===== config.mk =====
export PLATFORM = sky130hd
export DESIGN_NAME = ob_cn_table_ctrl
export DESIGN_NICKNAME = d
export VERILOG_FILES = /design/src/rtl/ob_pkg.sv /design/src/rtl/ob_cn_rr_arb.sv /design/src/rtl/ob_cn_table_ctrl.sv
export SDC_FILE = /design/constraint.sdc
export NUM_CORES = 1
export LEC_CHECK = 0
export CAP_MARGIN = 20
export CORE_AREA = 5 5 466 468
export CTS_BUF_LIST = sky130_fd_sc_hd__clkbuf_16
export DETAILED_ROUTE_END_ITERATION = 8
export DIE_AREA = 0 0 471 473
export SKIP_LAST_GASP = 1
export SLEW_MARGIN = 20
export SYNTH_ARGS = -nofsm -noshare
export SYNTH_HDL_FRONTEND = slang
export SYNTH_SLANG_ARGS = --single-unit
export TNS_END_PERCENT = 10

===== constraint.sdc =====
create_clock -name clk -period 16.28 [get_ports clk]
set_input_delay 2.442 -clock clk [delete_from_list [all_inputs] [get_ports clk]]
set_output_delay 2.442 -clock clk [all_outputs]
set_load 0.01 [all_outputs]

===== src/rtl/ob_pkg.sv =====
// Order-book shared types and the libv flop macros (synchronous, active-high reset).
// Conditional-table sizing lives here so the table and its controller agree.
`ifndef LIBV_REGS_DEFINED
`define LIBV_REGS_DEFINED
`define LIBV_REG_RST(clk, rst, q, d, rv) always_ff @(posedge clk) if (rst) q <= (rv); else q <= (d);
`define LIBV_REG_EN_RST(clk, rst, en, q, d, rv) always_ff @(posedge clk) if (rst) q <= (rv); else if (en) q <= (d);
`endif

package ob_pkg;

   typedef enum logic [1:0] {
      OP_LIMIT      = 2'd0,
      OP_MARKET     = 2'd1,
      OP_STOP       = 2'd2,
      OP_STOP_LIMIT = 2'd3
   } op_t;

   typedef struct packed {
      op_t         op;
      logic        side;
      logic [15:0] oid;
      logic [23:0] px;
      logic [15:0] qty;
   } cmd_t;

   localparam int CN_N = 16;
   typedef logic [$clog2(CN_N)-1:0] cn_ptr_t;

endpackage


===== src/rtl/ob_cn_rr_arb.sv =====
// N-way round-robin arbiter: first request at or after ptr wins, searching upward and wrapping.
// Purely combinational; one-hot grant plus encoded index and an any-request flag.
module ob_cn_rr_arb #(
   parameter int N = 16
) (
   input  logic [N-1:0]         req,
   input  logic [$clog2(N)-1:0] ptr,
   output logic [N-1:0]         gnt,
   output logic [$clog2(N)-1:0] idx,
   output logic                 any
);

   localparam int PW = $clog2(N);

   logic [PW-1:0] k;

   // N is a power of two, so the pointer sum wraps N-1 -> 0 by itself.
   always_comb begin
      gnt = '0;
      idx = '0;
      any = 1'b0;
      k   = '0;
      for (int i = 0; i < N; i++) begin
         k = ptr + PW'(i);
         if (!any && req[k]) begin
            any    = 1'b1;
            gnt[k] = 1'b1;
            idx    = k;
         end
      end
   end

endmodule


===== src/rtl/ob_cn_table_ctrl.sv =====
// Conditional-order table control: lowest-free allocation (combinational), round-robin issue
// of matured entries into a one-deep output register; matured entries wait in the table under backpressure.
module ob_cn_table_ctrl
   import ob_pkg::*;
#(
   parameter int N = CN_N
) (
   input  logic                   clk,
   input  logic                   rst,
   input  logic                   in_vld,
   input  cmd_t                   in_cmd,
   output logic                   in_rdy,
   output logic [N-1:0]           ent_al_vld,
   output cmd_t                   ent_al_cmd,
   input  logic [N-1:0]           ent_busy_r,
   input  logic [N-1:0]           ent_mtr_r,
   input  cmd_t [N-1:0]           ent_cmd_r,
   input  logic [N-1:0]           ent_cancel_hit,
   output logic [N-1:0]           ent_dl_vld,
   output logic                   out_vld,
   output cmd_t                   out_cmd,
   input  logic                   out_rdy,
   output logic [$clog2(N+1)-1:0] occ_r,
   output logic                   full_r
);

   localparam int PW = $clog2(N);
   localparam int OW = $clog2(N+1);

   logic [N-1:0]  free;
   logic [N-1:0]  al_gnt;
   logic [N-1:0]  elig;
   logic [N-1:0]  arb_gnt;
   logic [PW-1:0] sel;
   logic [PW-1:0] rr_r;
   logic [PW-1:0] rr_nxt;
   logic          arb_any;
   logic          ld;
   logic          out_vld_nxt;
   logic          alloc_eff;
   logic [OW-1:0] cnc;
   logic [OW-1:0] occ_nxt;

   // Lowest set bit of the free vector.
   assign free       = ~ent_busy_r;
   assign al_gnt     = free & (~free + N'(1));
   assign in_rdy     = |free;
   assign ent_al_vld = in_vld ? al_gnt : '0;
   assign ent_al_cmd = in_cmd;

   // A cancel landing on a matured entry wins; that entry must never be issued.
   assign elig = ent_mtr_r & ~ent_cancel_hit;

   ob_cn_rr_arb #(.N(N)) u_arb (
      .req (elig),
      .ptr (rr_r),
      .gnt (arb_gnt),
      .idx (sel),
      .any (arb_any)
   );

   assign ld          = arb_any & (~out_vld | out_rdy);
   assign ent_dl_vld  = ld ? arb_gnt : '0;
   assign out_vld_nxt = ld | (out_vld & ~out_rdy);
   assign rr_nxt      = sel + PW'(1);

   // An allocate whose target is cancelled in the same cycle leaves the entry idle.
   assign alloc_eff = |(ent_al_vld & ~ent_cancel_hit);
   assign cnc       = OW'($countones(ent_cancel_hit & ent_busy_r));
   assign occ_nxt   = occ_r + OW'(alloc_eff) - OW'(ld) - cnc;

   `LIBV_REG_RST(clk, rst, out_vld, out_vld_nxt, 1'b0)
   `LIBV_REG_EN_RST(clk, rst, ld, out_cmd, ent_cmd_r[sel], '0)
   `LIBV_REG_EN_RST(clk, rst, ld, rr_r, rr_nxt, '0)
   `LIBV_REG_RST(clk, rst, occ_r, occ_nxt, '0)
   `LIBV_REG_RST(clk, rst, full_r, (occ_nxt == OW'(N)), 1'b0)

   occ_matches_busy: assert property (@(posedge clk) disable iff (rst)
      occ_r == OW'($countones(ent_busy_r)));

endmodule


==> flow_summary.toml, run 1 <==
[run_status]
status = "complete, no violations"

[timing]
min_period_ns = 10.33
max_freq_mhz = 96.8
postLayoutSetupSlackWorst_ns = 5.95
finalSetupViolations = 0
hold_violations = 0
final_max_slew_viol_count = 0
fin_crit_sh_pct = 63.5
maxSlewHeadroom_pct = 23.6
setup-tns-final_ns = 0
worst_pin_slew_ns = 1.12
rsz0062_at_grt = "false"
fin_worst_skew_ns = 0.0172

[global_route]
grt_max_degree = 136
grt_pass1_wl_um = 254000
grt_usage_pct = 17.5
antenna_found_initial = 192
grt_use_met3_pct = 6.29
grt_busiest_layer = "met2"
met1_usage_pct = 18.5
grt_pass1_vias = 23000
use_met2_pct = 30.8
overflow = 0

[floorplan]
fp.dieW_um = 471
pin_count = 1213
core_area_um2 = 213000
start_util_pct = 7.84
die-area_um2 = 223000
rows = 170
die_h_um = 473

[place]
dpl-instance-area_um2 = 30400
io_buffers = 1094
routabilityCongestion = 0.972
pre_cts_ws_ns = 5.77
dpl.hpwl_um = 178000

[critical_path]
crit_required_ns = 13.84
crit_arrival_ns = 7.89
crit_slowest_cell = "clkdlybuf4s50_1"
crit_chain = "clkdlybuf4s50_1 > nor2b_1 > mux4_2 > mux2i_1 > mux2i_2 > nor3_4 > and4_1 > nand2_1 > o32ai_1 > a2111oi_0 > a31oi_1 > clkdlybuf4s50_1"
critPathTopFamily = "simple AND/OR/NAND/NOR gates"
cp-end-kind = "output port"
path_class = "input port to output port"
critPathLaunchType = "input port"
max_stage_delay_ns = 0.67
cp_num_buf_inv = 2
cpMostUsedCell = "clkdlybuf4s50_1"
path_max_fanout = 16

[synthesis]
synthCells = 2106
ys_seq_elements = 70
avgSynthCellArea_um2 = 7.94
synth-seq-area-share_pct = 8.39
synth_edf_count = 0
yosys-top-cells-area = "mux2i_1 19%, dfxtp_1 8.4%, a211oi_1 8.0%"
yosys.cell_types.count = 81
synth.cell_area_um2 = 16700
ys.flop_type = "dfxtp_1"
yosys.area.top_type = "mux2i_1"
synth_top_area_share_pct = 19.5
syn_nets = 3205
synthArstFlopShare_pct = 0
yosysWarnings = 0

[routing]
wl_um = 205000
num_vias = 23500
via_per_inst = 3.97
ant_nets = 0
first_pass_iters = 5
drc = 0
first_iter_violations = 2060
wl_per_cell_um = 34.7

[final_layout]
areaGrowthSynthToFinish_pct = 84.8
drive_gt1_share_pct = 9.29
num-nets-final = 4107
fin_area_um2 = 30900
fill_cells = 24500

[clocking]
clk_pin_slew_ns = 0.08
cts_made_buffers = 9
cts_tree = "yes"
insertion_delay_ns = 0.44
clk_path_buf_depth = 2
cts.sinks = 70
cts_setup_buffers = 0
cts_resized = 0
cts-root-buf = "clkbuf_16"
h-tree-depth = 3
holdBufCountCts = 0

[hold_path]
hold_path.class = "flop to flop"

[run]
drv_cap = 0
[sequential cells by signal, summed over array words and instances (netlist names)]
| signal | count |
|---|---|
| out_cmd | 59 |
| occ_r | 5 |
| rr_r | 4 |
| full_r | 1 |
| out_vld | 1 |
[final cells by class]
type                            instances  area, µm²  area share (%)
Multi-Input combinational cell       1733      13800            44.8
Timing Repair Buffer                 1153      11500            37.1
Tap cell                             2838       3550            11.5
Sequential cell                        70       1400            4.54
Clock buffer                            9        225           0.729
Inverter                               41        164           0.531
Antenna cell                           61        153           0.494
Clock inverter                          7       90.1           0.292
[logic make-up (layout without fill, tap and decap cells)]
logic type / after synthesis / after routing / synth area share [%]
multiplexers: 467 / 467 / 31.1
flip-flops: 70 / 70 / 8.39
AND/OR/NAND/NOR: 598 / 598 / 18.5
buffers and inverters: 303 / 1210 / 9.76
other: 0 / 61 / 0
XOR/XNOR: 23 / 23 / 1.21
adder cells (fa/ha/maj): 44 / 44 / 3.92
AO/OA/AOI/OAI: 601 / 601 / 27.2
[Yosys cell counts (7+ instances only)]
| cell type | instances |
|---|---|
| o211ai_1 | 9 |
| mux2i_1 | 325 |
| xnor2_1 | 18 |
| a221o_1 | 32 |
| o221ai_1 | 13 |
| a31oi_1 | 22 |
| buf_6 | 17 |
| o22ai_1 | 72 |
| nor2b_1 | 25 |
| nand3_1 | 29 |
| nor4_1 | 46 |
| fa_1 | 14 |
| buf_2 | 42 |
| a221oi_2 | 28 |
| buf_1 | 9 |
| and2_1 | 122 |
| o32ai_1 | 9 |
| a21oi_1 | 52 |
| a22oi_1 | 7 |
| nor3_1 | 66 |
| a221oi_1 | 48 |
| inv_1 | 37 |
| nor2_1 | 116 |
| nand2b_1 | 18 |
| mux2_2 | 109 |
| nand2_1 | 123 |
| ha_1 | 30 |
| buf_4 | 83 |
| clkbuf_1 | 111 |
| a211oi_1 | 179 |
| o21ai_0 | 64 |
| mux4_2 | 29 |
| dfxtp_1 | 70 |
| nand4_1 | 13 |
[worst paths after layout]
path	slack, ns	cells after the start	startpoint	endpoint
worst min register to register	0.50	2	out_cmd[2]$_SDFFE_PP0P_	out_cmd[2]$_SDFFE_PP0P_
worst min-delay path	0.50	2	out_cmd[2]$_SDFFE_PP0P_	out_cmd[2]$_SDFFE_PP0P_
worst max register to register	7.22	20	rr_r[0]$_SDFFE_PP0P_	out_cmd[0]$_SDFFE_PP0P_
worst max-delay path	5.95	12	ent_cancel_hit[3]	ent_dl_vld[14]
[worst reg2reg max path, cell delays in order, from the launching register on]
cell,delay (ns)
dfxtp_1,0.32
buf_4,0.42
ha_1,0.25
buf_4,0.34
xor2_1,0.75
mux4_2,0.65
mux2i_4,0.29
mux2i_2,0.32
nor3_4,0.51
and4_1,0.66
nand2_1,0.40
o21a_1,0.31
o311ai_4,0.09
buf_12,0.44
buf_12,0.59
buf_4,0.97
mux2i_1,0.29
mux2_2,0.31
o22ai_1,0.13
nor4_1,0.75
nor3_1,0.11
[placed cells by master (no fill, tap or decap), types with 27 or more instances in the layout]
cell type | Yosys | layout
clkdlybuf4s50_1 | 0 | 1093
nor4_1 | 46 | 46
ha_1 | 30 | 28
nand3_1 | 29 | 27
a21oi_1 | 52 | 50
a221o_1 | 32 | 32
buf_4 | 83 | 53
mux4_2 | 29 | 29
mux2_2 | 109 | 109
inv_1 | 37 | 38
nor3_1 | 66 | 66
a221oi_2 | 28 | 28
and2_1 | 122 | 122
a221oi_1 | 48 | 48
o22ai_1 | 72 | 72
dfxtp_1 | 70 | 69
a211oi_1 | 179 | 178
nor2_1 | 116 | 115
o21ai_0 | 64 | 63
mux2i_1 | 325 | 325
diode_2 | 0 | 61
nand2_1 | 123 | 123
[metal layers]
layer / up-vias / wire (µm)
met4: 84 / 12200
met2: 1649 / 101000
met1: 11300 / 72500
met5: - / 550
met3: 449 / 19100
li1: 9994 / -
[per-stage QoR]
step                      util, %  hold WS (ns)  cells
after floorplan                 -         0.503   2106
after CTS                    14.4         0.495   5851
final                        14.5         0.496   5912
after detailed placement     14.3         0.477   5835
after global routing         14.5         0.512   5883
after global placement       14.3         0.468   5834
Power of run 1 is not shown: default switching activity piles up to over one toggle a cycle in this logic, so the estimate is an artifact.
==> run 2, diff against run 1 <==
--- a/config.mk
+++ b/config.mk
@@ -6,10 +6,10 @@
 export NUM_CORES = 1
 export LEC_CHECK = 0
 export CAP_MARGIN = 20
-export CORE_AREA = 5 5 466 468
+export CORE_AREA = 5 5 464 466
 export CTS_BUF_LIST = sky130_fd_sc_hd__clkbuf_16
 export DETAILED_ROUTE_END_ITERATION = 8
-export DIE_AREA = 0 0 471 473
+export DIE_AREA = 0 0 469 471
 export SKIP_LAST_GASP = 1
 export SLEW_MARGIN = 20
 export SYNTH_ARGS = -nofsm -noshare
==> constraint.sdc (replaced) <==
create_clock -name clk -period 9.4 [get_ports clk]
set_input_delay 1.41 -clock clk [delete_from_list [all_inputs] [get_ports clk]]
set_output_delay 1.41 -clock clk [all_outputs]
set_load 0.01 [all_outputs]
==> flow_summary.toml, run 2 (synthesis gave the netlist of run 1 again) <==
[run_status]
status = "complete, no violations"

[floorplan]
die_h_um = 471
rows = 169
core_area_um2 = 211000
pin_count = 1213
start_util_pct = 7.93
die-area_um2 = 221000
fp.dieW_um = 469

[clocking]
cts_setup_buffers = 0
cts.sinks = 70
cts-root-buf = "clkbuf_16"
holdBufCountCts = 0
cts_made_buffers = 9
clk_path_buf_depth = 2
h-tree-depth = 3
cts_tree = "yes"
insertion_delay_ns = 0.45
cts_resized = 0
clk_pin_slew_ns = 0.09

[final_layout]
layout_commonest_cell = "clkdlybuf4s50_1"
largest_reg_flops = 59
fill_cells = 24200
drive_gt1_share_pct = 10.4
num-nets-final = 4148
areaGrowthSynthToFinish_pct = 86.5
layout_common_cells = "1093 x clkdlybuf4s50_1, 325 x mux2i_1, 179 x a211oi_1"

[global_route]
grt_pass1_wl_um = 249000
overflow = 0
antenna_found_initial = 185
grt_pass1_vias = 23200
grt_usage_pct = 17.3
grt_max_degree = 91

[place]
routabilityCongestion = 0.954
io_buffers = 1094
dpl.hpwl_um = 176000

[critical_path]
cp-end-kind = "output port"
path_max_fanout = 25
path_class = "flop to output port"
crit_arrival_ns = 6.59
crit_required_ns = 7.99
critPathLaunchType = "flop"

[timing]
worst_pin_slew_ns = 1.13
max_freq_mhz = 125
setup-tns-final_ns = 0
fin_crit_sh_pct = 85.1
finalSetupViolations = 0
final_max_slew_viol_count = 0
min_period_ns = 8.00
hold_violations = 0
fin_worst_skew_ns = 0.0118
rsz0062_at_grt = "false"
maxSlewHeadroom_pct = 24.2

[routing]
first_iter_violations = 2196
wl_per_cell_um = 34.0
drc = 0
num_vias = 23600
ant_nets = 0
via_per_inst = 3.99
first_pass_iters = 5
wl_um = 201000

[hold_path]
hold_path.class = "flop to flop"

[run]
drv_cap = 0
==> run 2: metal layers <==
layer	routed length, µm	vias to the layer above	GRT usage (%)
met5	483	-	0
met4	8920	68	6.62
met3	17300	427	5.21
met2	103000	1589	31.7
met1	71100	11400	18.5
li1	-	10100	-
==> run 2: through the flow <==
step	cell area (µm²)	hold slack, ns	setup slack, ns	std cells	utilization (%)
after floorplan	16700	0.503	1.75	2106	-
after global placement	30800	0.483	1.09	5859	14.6
after detailed placement	30800	0.482	1.04	5859	14.6
after CTS	31100	0.499	1.46	5875	14.7
after global routing	31100	0.512	1.05	5900	14.8
final	31200	0.498	1.40	5913	14.8
==> run 2: worst max-delay path: stages (launching register included) <==
cell and delay, ns:
dfxtp_2 0.70, buf_4 0.35, ha_1 0.18, buf_4 0.34, xor2_1 0.19, buf_4 0.26
mux4_2 0.57, mux2i_4 0.30, mux2i_2 0.32, nor3_4 0.53, and4_1 0.30, buf_4 0.22
and2_1 0.30, nand2_1 0.13, o21ai_0 0.33, o21ai_0 0.16, nand3_1 0.15, a221oi_1 0.08
nor2_1 0.15, clkdlybuf4s50_1 0.57
==> run 2: path summary, 6_finish.rpt <==
path	start	endpoint	slack, ns	cells after the start
min	out_cmd[47]$_SDFFE_PP0P_	out_cmd[47]$_SDFFE_PP0P_	0.50	2
min reg2reg	out_cmd[47]$_SDFFE_PP0P_	out_cmd[47]$_SDFFE_PP0P_	0.50	2
max	rr_r[0]$_SDFFE_PP0P_	ent_dl_vld[11]	1.40	19
max reg2reg	rr_r[0]$_SDFFE_PP0P_	full_r$_SDFF_PP0_	1.49	26
==> run 2: cell type report <==
class / count / area, µm² / share of cell area (%)
antenna: 38 / 95.1 / 0.305
multi-input combinational: 1733 / 13800 / 44.3
sequential: 70 / 1400 / 4.50
tap: 2821 / 3530 / 11.3
clock inverter: 7 / 90.1 / 0.289
inverter: 41 / 165 / 0.530
timing repair buffer: 1194 / 11800 / 38.0
clock buffer: 9 / 225 / 0.723
Power of run 2 is left out for the same reason.
